===== config.mk =====
export PLATFORM = sky130hd
export DESIGN_NAME = led_strip_driver
export DESIGN_NICKNAME = d
export VERILOG_FILES = /design/src/rtl/led_pkg.sv /design/src/rtl/ws_bit_encoder.sv /design/src/rtl/led_strip_driver.sv
export SDC_FILE = /design/constraint.sdc
export NUM_CORES = 1
export LEC_CHECK = 0
export CORE_MARGIN = 1
export CORE_UTILIZATION = 38
export DETAILED_ROUTE_END_ITERATION = 16
export GPL_TIMING_DRIVEN = 0
export PLACE_DENSITY_LB_ADDON = 0.15
export SLEW_MARGIN = 20
export SYNTH_ARGS = -nofsm -noshare
export SYNTH_HDL_FRONTEND = slang
export SYNTH_SLANG_ARGS = --single-unit

===== constraint.sdc =====
create_clock -name clk -period 2.69 [get_ports clk]
set_input_delay 0.4035 -clock clk [delete_from_list [all_inputs] [get_ports clk]]
set_output_delay 0.4035 -clock clk [all_outputs]
set_load 0.02 [all_outputs]

===== src/rtl/led_pkg.sv =====
// ============================================================================
// Module      : led_pkg
// Description : Shared types and constants for the WS2812B strip driver:
//               FSM state encoding, colour/pixel widths, channel indices and
//               the per-channel enable/brightness helper.
// Revision    : 1.0 - initial release
// ============================================================================
`default_nettype none

package led_pkg;

    localparam int COLOR_W = 8;
    localparam int PIXEL_W = 24;

    // Channel positions inside a {G,R,B} pixel word and in channel_en
    localparam int CH_G = 2;
    localparam int CH_R = 1;
    localparam int CH_B = 0;

    typedef enum logic [2:0] {
        ST_IDLE  = 3'd0,
        ST_FETCH = 3'd1,
        ST_LOAD  = 3'd2,
        ST_SEND  = 3'd3,
        ST_LATCH = 3'd4
    } led_state_t;

    // A disabled channel sends zero; an enabled one is shifted right on its own,
    // so nothing carries across colour boundaries.
    function automatic logic [COLOR_W-1:0] scale_color(
        input logic [COLOR_W-1:0] color,
        input logic               enable,
        input logic [2:0]         shift
    );
        return enable ? (color >> shift) : '0;
    endfunction

endpackage : led_pkg

`default_nettype wire


===== src/rtl/ws_bit_encoder.sv =====
// ============================================================================
// Module      : ws_bit_encoder
// Description : Generates one WS2812B bit waveform at a time. Owns the
//               in-bit timing counter and the high-time compare; ws_out is
//               registered, so the waveform trails the counter by one cycle.
// Revision    : 1.0 - initial release
// ============================================================================
`default_nettype none

module ws_bit_encoder #(
    parameter int CLK_PER_BIT = 15,
    parameter int T0H_CYCLES  = 4,
    parameter int T1H_CYCLES  = 9
) (
    input  logic clk,
    input  logic rst,
    input  logic bit_start,   // clears the timing counter ahead of a new pixel
    input  logic bit_active,  // high while bits are being transmitted
    input  logic bit_in,      // value of the bit currently on the wire
    output logic ws_out,
    output logic bit_end      // last cycle of the current bit
);

    localparam int c_CNT_W = (CLK_PER_BIT > 1) ? $clog2(CLK_PER_BIT) : 1;
    localparam logic [c_CNT_W-1:0] c_LAST_CNT = c_CNT_W'(CLK_PER_BIT - 1);
    localparam logic [c_CNT_W-1:0] c_T0H      = c_CNT_W'(T0H_CYCLES);
    localparam logic [c_CNT_W-1:0] c_T1H      = c_CNT_W'(T1H_CYCLES);

    logic [c_CNT_W-1:0] r_cnt;
    logic [c_CNT_W-1:0] w_high_len;

    assign w_high_len = bit_in ? c_T1H : c_T0H;
    assign bit_end    = bit_active && (r_cnt == c_LAST_CNT);

    // Count cycles within a bit and drive the line high for the bit's high time
    always_ff @(posedge clk) begin
        if (rst) begin
            r_cnt  <= '0;
            ws_out <= 1'b0;
        end else begin
            if (bit_start) begin
                r_cnt <= '0;
            end else if (bit_active) begin
                r_cnt <= (r_cnt == c_LAST_CNT) ? '0 : r_cnt + 1'b1;
            end
            ws_out <= bit_active && (r_cnt < w_high_len);
        end
    end

endmodule : ws_bit_encoder

`default_nettype wire


===== src/rtl/led_strip_driver.sv =====
// ============================================================================
// Module      : led_strip_driver
// Description : Streams NUM_PIXELS 24-bit {G,R,B} pixels from an external
//               pixel memory onto a WS2812B serial line, followed by a
//               latch (reset) low period and a frame_done pulse.
//               Optional feature macro: LED_BRIGHTNESS_EN - when defined,
//               each enabled channel is right-shifted by `brightness`;
//               otherwise the brightness input is ignored.
// Revision    : 1.0 - initial release
// ============================================================================
`default_nettype none

module led_strip_driver
    import led_pkg::*;
#(
    parameter int NUM_PIXELS   = 64,
    parameter int CLK_PER_BIT  = 15,
    parameter int T0H_CYCLES   = 4,
    parameter int T1H_CYCLES   = 9,
    parameter int LATCH_CYCLES = 960
) (
    input  logic                                                  clk,
    input  logic                                                  rst,
    input  logic                                                  start,
    input  logic [2:0]                                            channel_en,
    input  logic [2:0]                                            brightness,
    output logic [$clog2(NUM_PIXELS > 1 ? NUM_PIXELS : 2)-1:0]    pixel_addr,
    input  logic [23:0]                                           pixel_data,
    output logic                                                  busy,
    output logic                                                  frame_done,
    output logic                                                  ws_out
);

    localparam int c_ADDR_W  = $clog2(NUM_PIXELS > 1 ? NUM_PIXELS : 2);
    localparam int c_LATCH_W = (LATCH_CYCLES > 0) ? $clog2(LATCH_CYCLES + 1) : 1;
    localparam logic [c_ADDR_W-1:0]  c_LAST_IDX   = c_ADDR_W'(NUM_PIXELS - 1);
    localparam logic [c_LATCH_W-1:0] c_LATCH_LAST = c_LATCH_W'(LATCH_CYCLES);
    localparam logic [4:0]           c_LAST_BIT   = 5'(PIXEL_W - 1);

    led_state_t           r_state;
    logic [c_ADDR_W-1:0]  r_index;
    logic [4:0]           r_bit_cnt;
    logic [PIXEL_W-1:0]   r_shift;
    logic [c_LATCH_W-1:0] r_latch_cnt;

    logic                 w_bit_end;
    logic [2:0]           w_shift_amt;
    logic [PIXEL_W-1:0]   w_pixel_scaled;

`ifdef LED_BRIGHTNESS_EN
    assign w_shift_amt = brightness;
`else
    // Brightness is accepted on the port but has no effect in this build
    logic w_unused_brightness;
    assign w_unused_brightness = ^brightness;
    assign w_shift_amt = 3'd0;
`endif

    assign w_pixel_scaled = {
        scale_color(pixel_data[CH_G*COLOR_W +: COLOR_W], channel_en[CH_G], w_shift_amt),
        scale_color(pixel_data[CH_R*COLOR_W +: COLOR_W], channel_en[CH_R], w_shift_amt),
        scale_color(pixel_data[CH_B*COLOR_W +: COLOR_W], channel_en[CH_B], w_shift_amt)
    };

    assign pixel_addr = r_index;
    assign busy       = (r_state != ST_IDLE);

    // Frame sequencer: fetch/load/send per pixel, then latch and signal completion
    always_ff @(posedge clk) begin
        if (rst) begin
            r_state     <= ST_IDLE;
            r_index     <= '0;
            r_bit_cnt   <= '0;
            r_shift     <= '0;
            r_latch_cnt <= '0;
            frame_done  <= 1'b0;
        end else begin
            frame_done <= 1'b0;
            case (r_state)
                ST_IDLE: begin
                    if (start) begin
                        r_index <= '0;
                        r_state <= ST_FETCH;
                    end
                end
                // Address is already on pixel_addr; memory data arrives next cycle
                ST_FETCH: begin
                    r_state <= ST_LOAD;
                end
                ST_LOAD: begin
                    r_shift   <= w_pixel_scaled;
                    r_bit_cnt <= '0;
                    r_state   <= ST_SEND;
                end
                ST_SEND: begin
                    if (w_bit_end) begin
                        r_shift   <= {r_shift[PIXEL_W-2:0], 1'b0};
                        r_bit_cnt <= r_bit_cnt + 1'b1;
                        if (r_bit_cnt == c_LAST_BIT) begin
                            if (r_index == c_LAST_IDX) begin
                                r_latch_cnt <= '0;
                                r_state     <= ST_LATCH;
                            end else begin
                                r_index <= r_index + 1'b1;
                                r_state <= ST_FETCH;
                            end
                        end
                    end
                end
                // The first LATCH cycle still shows the last bit's trailing low
                // (ws_out is registered), so count one extra before frame_done.
                // frame_done is raised while still busy, so a start in that
                // cycle is ignored.
                ST_LATCH: begin
                    if (frame_done) begin
                        r_state <= ST_IDLE;
                    end else if (r_latch_cnt == c_LATCH_LAST) begin
                        frame_done <= 1'b1;
                    end else begin
                        r_latch_cnt <= r_latch_cnt + 1'b1;
                    end
                end
                default: begin
                    r_state <= ST_IDLE;
                end
            endcase
        end
    end

    ws_bit_encoder #(
        .CLK_PER_BIT (CLK_PER_BIT),
        .T0H_CYCLES  (T0H_CYCLES),
        .T1H_CYCLES  (T1H_CYCLES)
    ) u_bit_encoder (
        .clk        (clk),
        .rst        (rst),
        .bit_start  (r_state == ST_LOAD),
        .bit_active (r_state == ST_SEND),
        .bit_in     (r_shift[PIXEL_W-1]),
        .ws_out     (ws_out),
        .bit_end    (w_bit_end)
    );

endmodule : led_strip_driver

`default_nettype wire

; After elaboration in Yosys (flattened, before gate mapping)
; Cells that the tools add are included.
[totals]
mem_count = 0
latch_bits = 0
mem_bits_ro = 0
ramBits = 0
elab_cells = 70
out_inout_bits = 9
in_bits = 33
ff_bits = 54
[classes]
n_div = 0
add_sub_neg = 4
n_reduce_logical = 13
shift = 0
n_bitwise = 1
magnitude_cmp = 1
multipliers = 0
muxes = 27
n_eq_ne = 16
[ops]
columns = cell, count
row1 = $mux 10, 5
row2 = $pmux 24 s2, 1
row3 = $mux 24, 1
row4 = $mux 6, 4
row5 = $mux 8, 3
row6 = $pmux 10 s2, 1
row7 = $ne 2x2->1 const B, 8
row8 = $mux 3, 5
row9 = $pmux 3 s5, 1
row10 = $pmux 6 s2, 1
row11 = $add 10x1->10 const B, 1
row12 = $eq 10x10->1 const B, 1
row13 = $pmux 5 s2, 1
row14 = $mux 4, 2
row15 = $add 6x1->6 const B, 1
row16 = $eq 3x2->1 const B, 2
row17 = $eq 6x6->1 const B, 1
row18 = $reduce_and 6->1, 1
row19 = $reduce_bool 2->1, 3
row20 = $add 5x1->5 const B, 1
row21 = $eq 5x5->1 const B, 1
row22 = $mux 5, 1
row23 = $reduce_and 5->1, 1
row24 = $add 4x1->4 const B, 1
row25 = other kinds (13), 14

; Longest topological paths before layout
[depth]
depth_word = 5
depth_mapped = 8
mapped_depth_nobuf = 5

; By module
; A second synthesis with hierarchy kept.
[hier_totals]
hier_cells = 338
area_unflattened_um2 = 2816.5
[modules_own_cells]
columns = module, seq_area_each_um2, cells_per_inst, instances, area_per_inst_um2
row1 = led_strip_driver, 980.9, 308, 1, 2532.4
row2 = ws_bit_encoder, 100.1, 30, 1, 284.0

; Least setup slack after synthesis
; No wires, ideal clock.
[synth_timing]
path_type = register to register
startpoint = register r_state[0]
endpoint = register r_latch_cnt[2]
t_required_ps = 2595
stages_incl_launch_ff = 7
setup_ps = 95
period_less_slack_ps = 1946
arrival_time_ps = 1851
path_slack_ps = 744
cell_sequence = dfxtp_1 buf_6 or4b_1 buf_2 a41o_4 or4b_1 o311ai_1
[synth_via]
elab_chain_cells = 4
elab_cells_between_ends = 11
cone_classes = 7 x eq/ne / 1 x mux / 3 x reduce/logical
[synth_lines]
columns = item, line
row1 = start: declaration, led_strip_driver.sv:40  ; led_state_t r_state;
row2 = start signal: assignment, led_strip_driver.sv:71  ; r_state <= ST_IDLE;
row3 = start signal: assignment, led_strip_driver.sv:83  ; r_state <= ST_FETCH;
row4 = start signal: assignment, led_strip_driver.sv:88  ; r_state <= ST_LOAD;
row5 = $eq 3x2->1, "led_strip_driver.sv:79, led_strip_driver.sv:138"
row6 = $logic_and 1x1->1, ws_bit_encoder.sv:33  ; assign bit_end = bit_active && (r_cnt == c_LAST_CNT);
row7 = $ne 2x2->1 (no source line), -
row8 = $reduce_and 6->1 (no source line), -
row9 = end signal: assignment, led_strip_driver.sv:120  ; r_latch_cnt <= r_latch_cnt + 1'b1;
row10 = end: declaration, led_strip_driver.sv:44  ; logic [c_LATCH_W-1:0] r_latch_cnt;
; Parallel ways exist; a longest one is shown, timed or not.
; A chain may end at the register's enable or synchronous reset.

; Worst setup path in the final report
[layout_timing]
startpoint = register r_state[1]
endpoint = register r_shift[9]
[layout_via]
elab_chain_cells = 4
elab_cells_between_ends = 7
cone_classes = 3 x eq/ne / 1 x mux / 3 x reduce/logical
[layout_lines]
columns = item, line
row1 = $eq 3x2->1, "led_strip_driver.sv:79, led_strip_driver.sv:138"
row2 = $logic_and 1x1->1, ws_bit_encoder.sv:33
row3 = $ne 2x2->1 (no source line), -
row4 = $reduce_and 2->1 (no source line), -
row5 = end signal: assignment, led_strip_driver.sv:91  ; r_shift <= w_pixel_scaled;
row6 = end signal: assignment, led_strip_driver.sv:97  ; r_shift <= {r_shift[PIXEL_W-2:0], 1'b0};
row7 = end: declaration, led_strip_driver.sv:43  ; logic [PIXEL_W-1:0] r_shift;
; Parallel ways exist; a longest one is shown, timed or not.

==> parameters.txt <==
Parameter                              Value

Synth
  Synthesized flop and latch total ... 54
  Net count after synthesis ... 363
  Most used flip-flop cell after synthesis ... dfxtp_1
  Mapped Area ... 2680 µm²
  Number of flops mapped to enable cells by yosys ... 0
  Part of the Yosys area used for sequential elements ... 40.4%
  Syn avg cell area ... 8.26 µm²
  Warning count from the yosys run ... 0
  Unique cell type count in the Yosys netlist ... 52
  Share of flip-flops with an asynchronous set or reset ... 0%
  Number of standard cells after synthesis ... 324

Pwr
  Switch share ... 27.7%
  Design internal power ... 1.12 mW
  Switching power summed over all nets ... 0.430 mW
  Sequential group share of total power ... 55.1%
  Clock power frac ... 30.8%
  Power per Cell Area ... 479 nW/µm²
  LEAKAGE ... 1.06 nW
  Combinational cell fraction of total power ... 14.0%
  Worst vdd rail ir drop ... 0.212 mV
  Overall power ... 1.55 mW

Global route
  Initial antenna violation count ... 0
  Total global-route track usage ... 18.4%
  Overflow left after global routing ... 0
  Wire length of the first global-routing pass ... 11000 µm
  Maximum number of pins on one net before global-route repair ... 19
  Number of global-route vias before repair ... 2373

Final layout
  Most common cell after layout, fill and taps aside ... dfxtp_1
  Signed area change from the synthesized netlist to the final layout ... 21.0%
  Fill count ... 713
  Layout cell share with drive strength beyond 1 ... 4.90%
  Commonest cells after routing, fill and taps aside ... dfxtp_1, nand3_1, clkdlybuf4s50_1
  Nets ... 405
  Post-Layout Cell Count ... 463
  Number of inserted diodes ... 0

Route
  First-pass detailed-route iteration total ... 4
  DRC marker count from the first detailed-route iteration ... 101
  Antenna viol nets, final ... 0
  Remaining routing DRC violations ... 0
  Drt wl/cell ... 13.9 µm
  Post-detailed-route via-to-cell ratio ... 5.51
  Sum of routed wire length over all layers ... 6440 µm
  Number of vias after detailed routing ... 2552

Place
  Port-buffer cells ... 35
  Placed cells ... 455
  Final HPWL DP ... 4600 µm
  Worst setup slack after placement ... 0.255 ns
  GP Congestion ... 0.769

STA
  Final hold slack ... 0.467 ns
  Tcrit/Tclk final ... 80.4%
  Shortest period the worst path allows ... 2.16 ns
  RSZ-0062 raised after global routing ... false
  Max_slew headroom ... 63.9%
  Final count of pins violating max slew ... 0
  Worst-Margin Slew ... 0.542 ns
  Max Freq ... 0.462 GHz
  Setup slack after layout ... 0.527 ns
  Fin. Hold Viols ... 0
  Setup Viol. Count Final ... 0
  Final Skew ... 0.00916 ns
  TNS Setup ... 0 ns

Critical path
  Type of element launching the critical path ... flop
  Worst endpoint required time ... 2.87 ns
  Setup CP Type ... flop to flop
  Arrival time reported for the critical path endpoint ... 2.34 ns
  CP endpoint kind ... flop
  Crit path max fanout ... 10

Clocking
  Count of H-tree levels built during CTS ... 2
  Number of CTS-inserted buffers ... 5
  TritonCTS Sinks ... 54
  Clk Tree Root Cell ... clkbuf_8
  CTS Hold Bufs ... 0
  PostCTS Resize Cnt ... 0
  Worst skew pair latency ... 0.31 ns
  Setup Fix Bufs, Post-CTS ... 0
  Number of buffers on the longest clock path ... 2
  Register clock-pin slew on the reported worst setup and hold paths ... 0.11 ns
  Clock tree from TritonCTS ... built

Floorplan
  I/O pin count ... 42
  Starting utilization of the core area ... 39.4%
  Number of rows created at floorplan ... 30
  Die outline height ... 85.9 µm
  Standard cell core area ... 6790 µm²
  Total die area ... 7380 µm²
  Die W ... 85.9 µm

Min path
  Hold crit path type ... input port to flop

Run
  Max cap viols ... 0

Status
  Status ... finished clean
[logic make-up after synthesis]
kind of cell             Yosys count  synth area share [%]
buffers and inverters             38                  5.75
multiplexers                       5                  1.92
AND/OR/NAND/NOR                  143                  26.0
flip-flops                        54                  40.4
AO/OA/AOI/OAI                     77                  22.8
adder cells (fa/ha/maj)            6                  2.80
XOR/XNOR                           1                 0.327
[final timing paths]
path | from | to | slack, ns | cells past startpoint
hold reg to reg | r_shift[21] | r_shift[22] | 0.48 | 2
setup / recovery | r_state[1] | r_shift[9] | 0.53 | 6
hold / removal | channel_en[2] | r_shift[17] | 0.47 | 3
setup reg to reg | r_state[1] | r_shift[9] | 0.53 | 6
[area by class of cell]
class | instances | area, µm² | area share (%)
clock inverters | 3 | 23.8 | 0.734
clock buffers | 5 | 68.8 | 2.12
flip-flops and latches | 54 | 1080 | 33.4
well taps | 96 | 120 | 3.71
repair buffers | 35 | 350 | 10.8
multi-input cells | 232 | 1440 | 44.5
plain buffers | 28 | 116 | 3.59
inverters | 10 | 37.5 | 1.16
[worst max-delay path, stage by stage (launching register included)]
cell and delay (ns):
dfxtp_1 0.34, clkbuf_1 0.33, nor3b_1 0.45, a21o_1 0.14, buf_2 0.20, buf_1 0.39, a311oi_1 0.17
[flip-flops by register name, summed over array words and instances (netlist names)]
signal	cells
frame_done	1
pixel_addr	6
u_bit_encoder.r_cnt	4
r_shift	24
u_bit_encoder.ws_out	1
r_state	3
r_bit_cnt	5
r_latch_cnt	10
[per-layer routing]
metal / up-vias / global-route usage [%] / part of all wire, %
li1: 1292 / - / -
met1: 1203 / 24.5 / 48
met2: 49 / 30.9 / 48
met3: 8 / 3.37 / 3.1
met4: 0 / 3.94 / 0.76
met5: - / 0 / 0
[power groups by stage]
stage          Combinational (mW)  Sequential, mW  Clock (mW)
3_3_place_gp                0.215           0.873           0
2_1_floorplan               0.136           0.870           0
6_report                    0.218           0.856       0.479
5_1_grt                     0.243           0.862       0.520
3_5_place_dp                0.218           0.874           0
4_1_cts                     0.219           0.856       0.488
[synthesized netlist by cell type (3+ instances only)]
| master | instances | area (µm²) |
|---|---|---|
| a21oi_1 | 10 | 50.1 |
| a311oi_1 | 26 | 228 |
| and3_1 | 4 | 25.0 |
| buf_1 | 6 | 22.5 |
| buf_2 | 3 | 15.0 |
| clkbuf_1 | 18 | 67.6 |
| dfxtp_1 | 54 | 1080 |
| ha_1 | 6 | 75.1 |
| inv_1 | 10 | 37.5 |
| mux2i_1 | 4 | 40.0 |
| nand2_1 | 33 | 124 |
| nand3_1 | 39 | 195 |
| nor2_1 | 34 | 128 |
| nor2b_1 | 3 | 18.8 |
| nor3_1 | 9 | 45.0 |
| o21ai_0 | 9 | 45.0 |
| o31ai_1 | 3 | 22.5 |
| or3_1 | 4 | 25.0 |
[through the flow]
| step | instance area [µm²] | utilization (%) |
|---|---|---|
| 5_1_grt | 3240 | 47.7 |
| 2_1_floorplan | 2680 | - |
| 6_report | 3240 | 47.7 |
| 4_1_cts | 3240 | 47.7 |
| 3_3_place_gp | 3150 | 46.3 |
| 3_5_place_dp | 3150 | 46.3 |
Power figures use the tool's default switching activity.
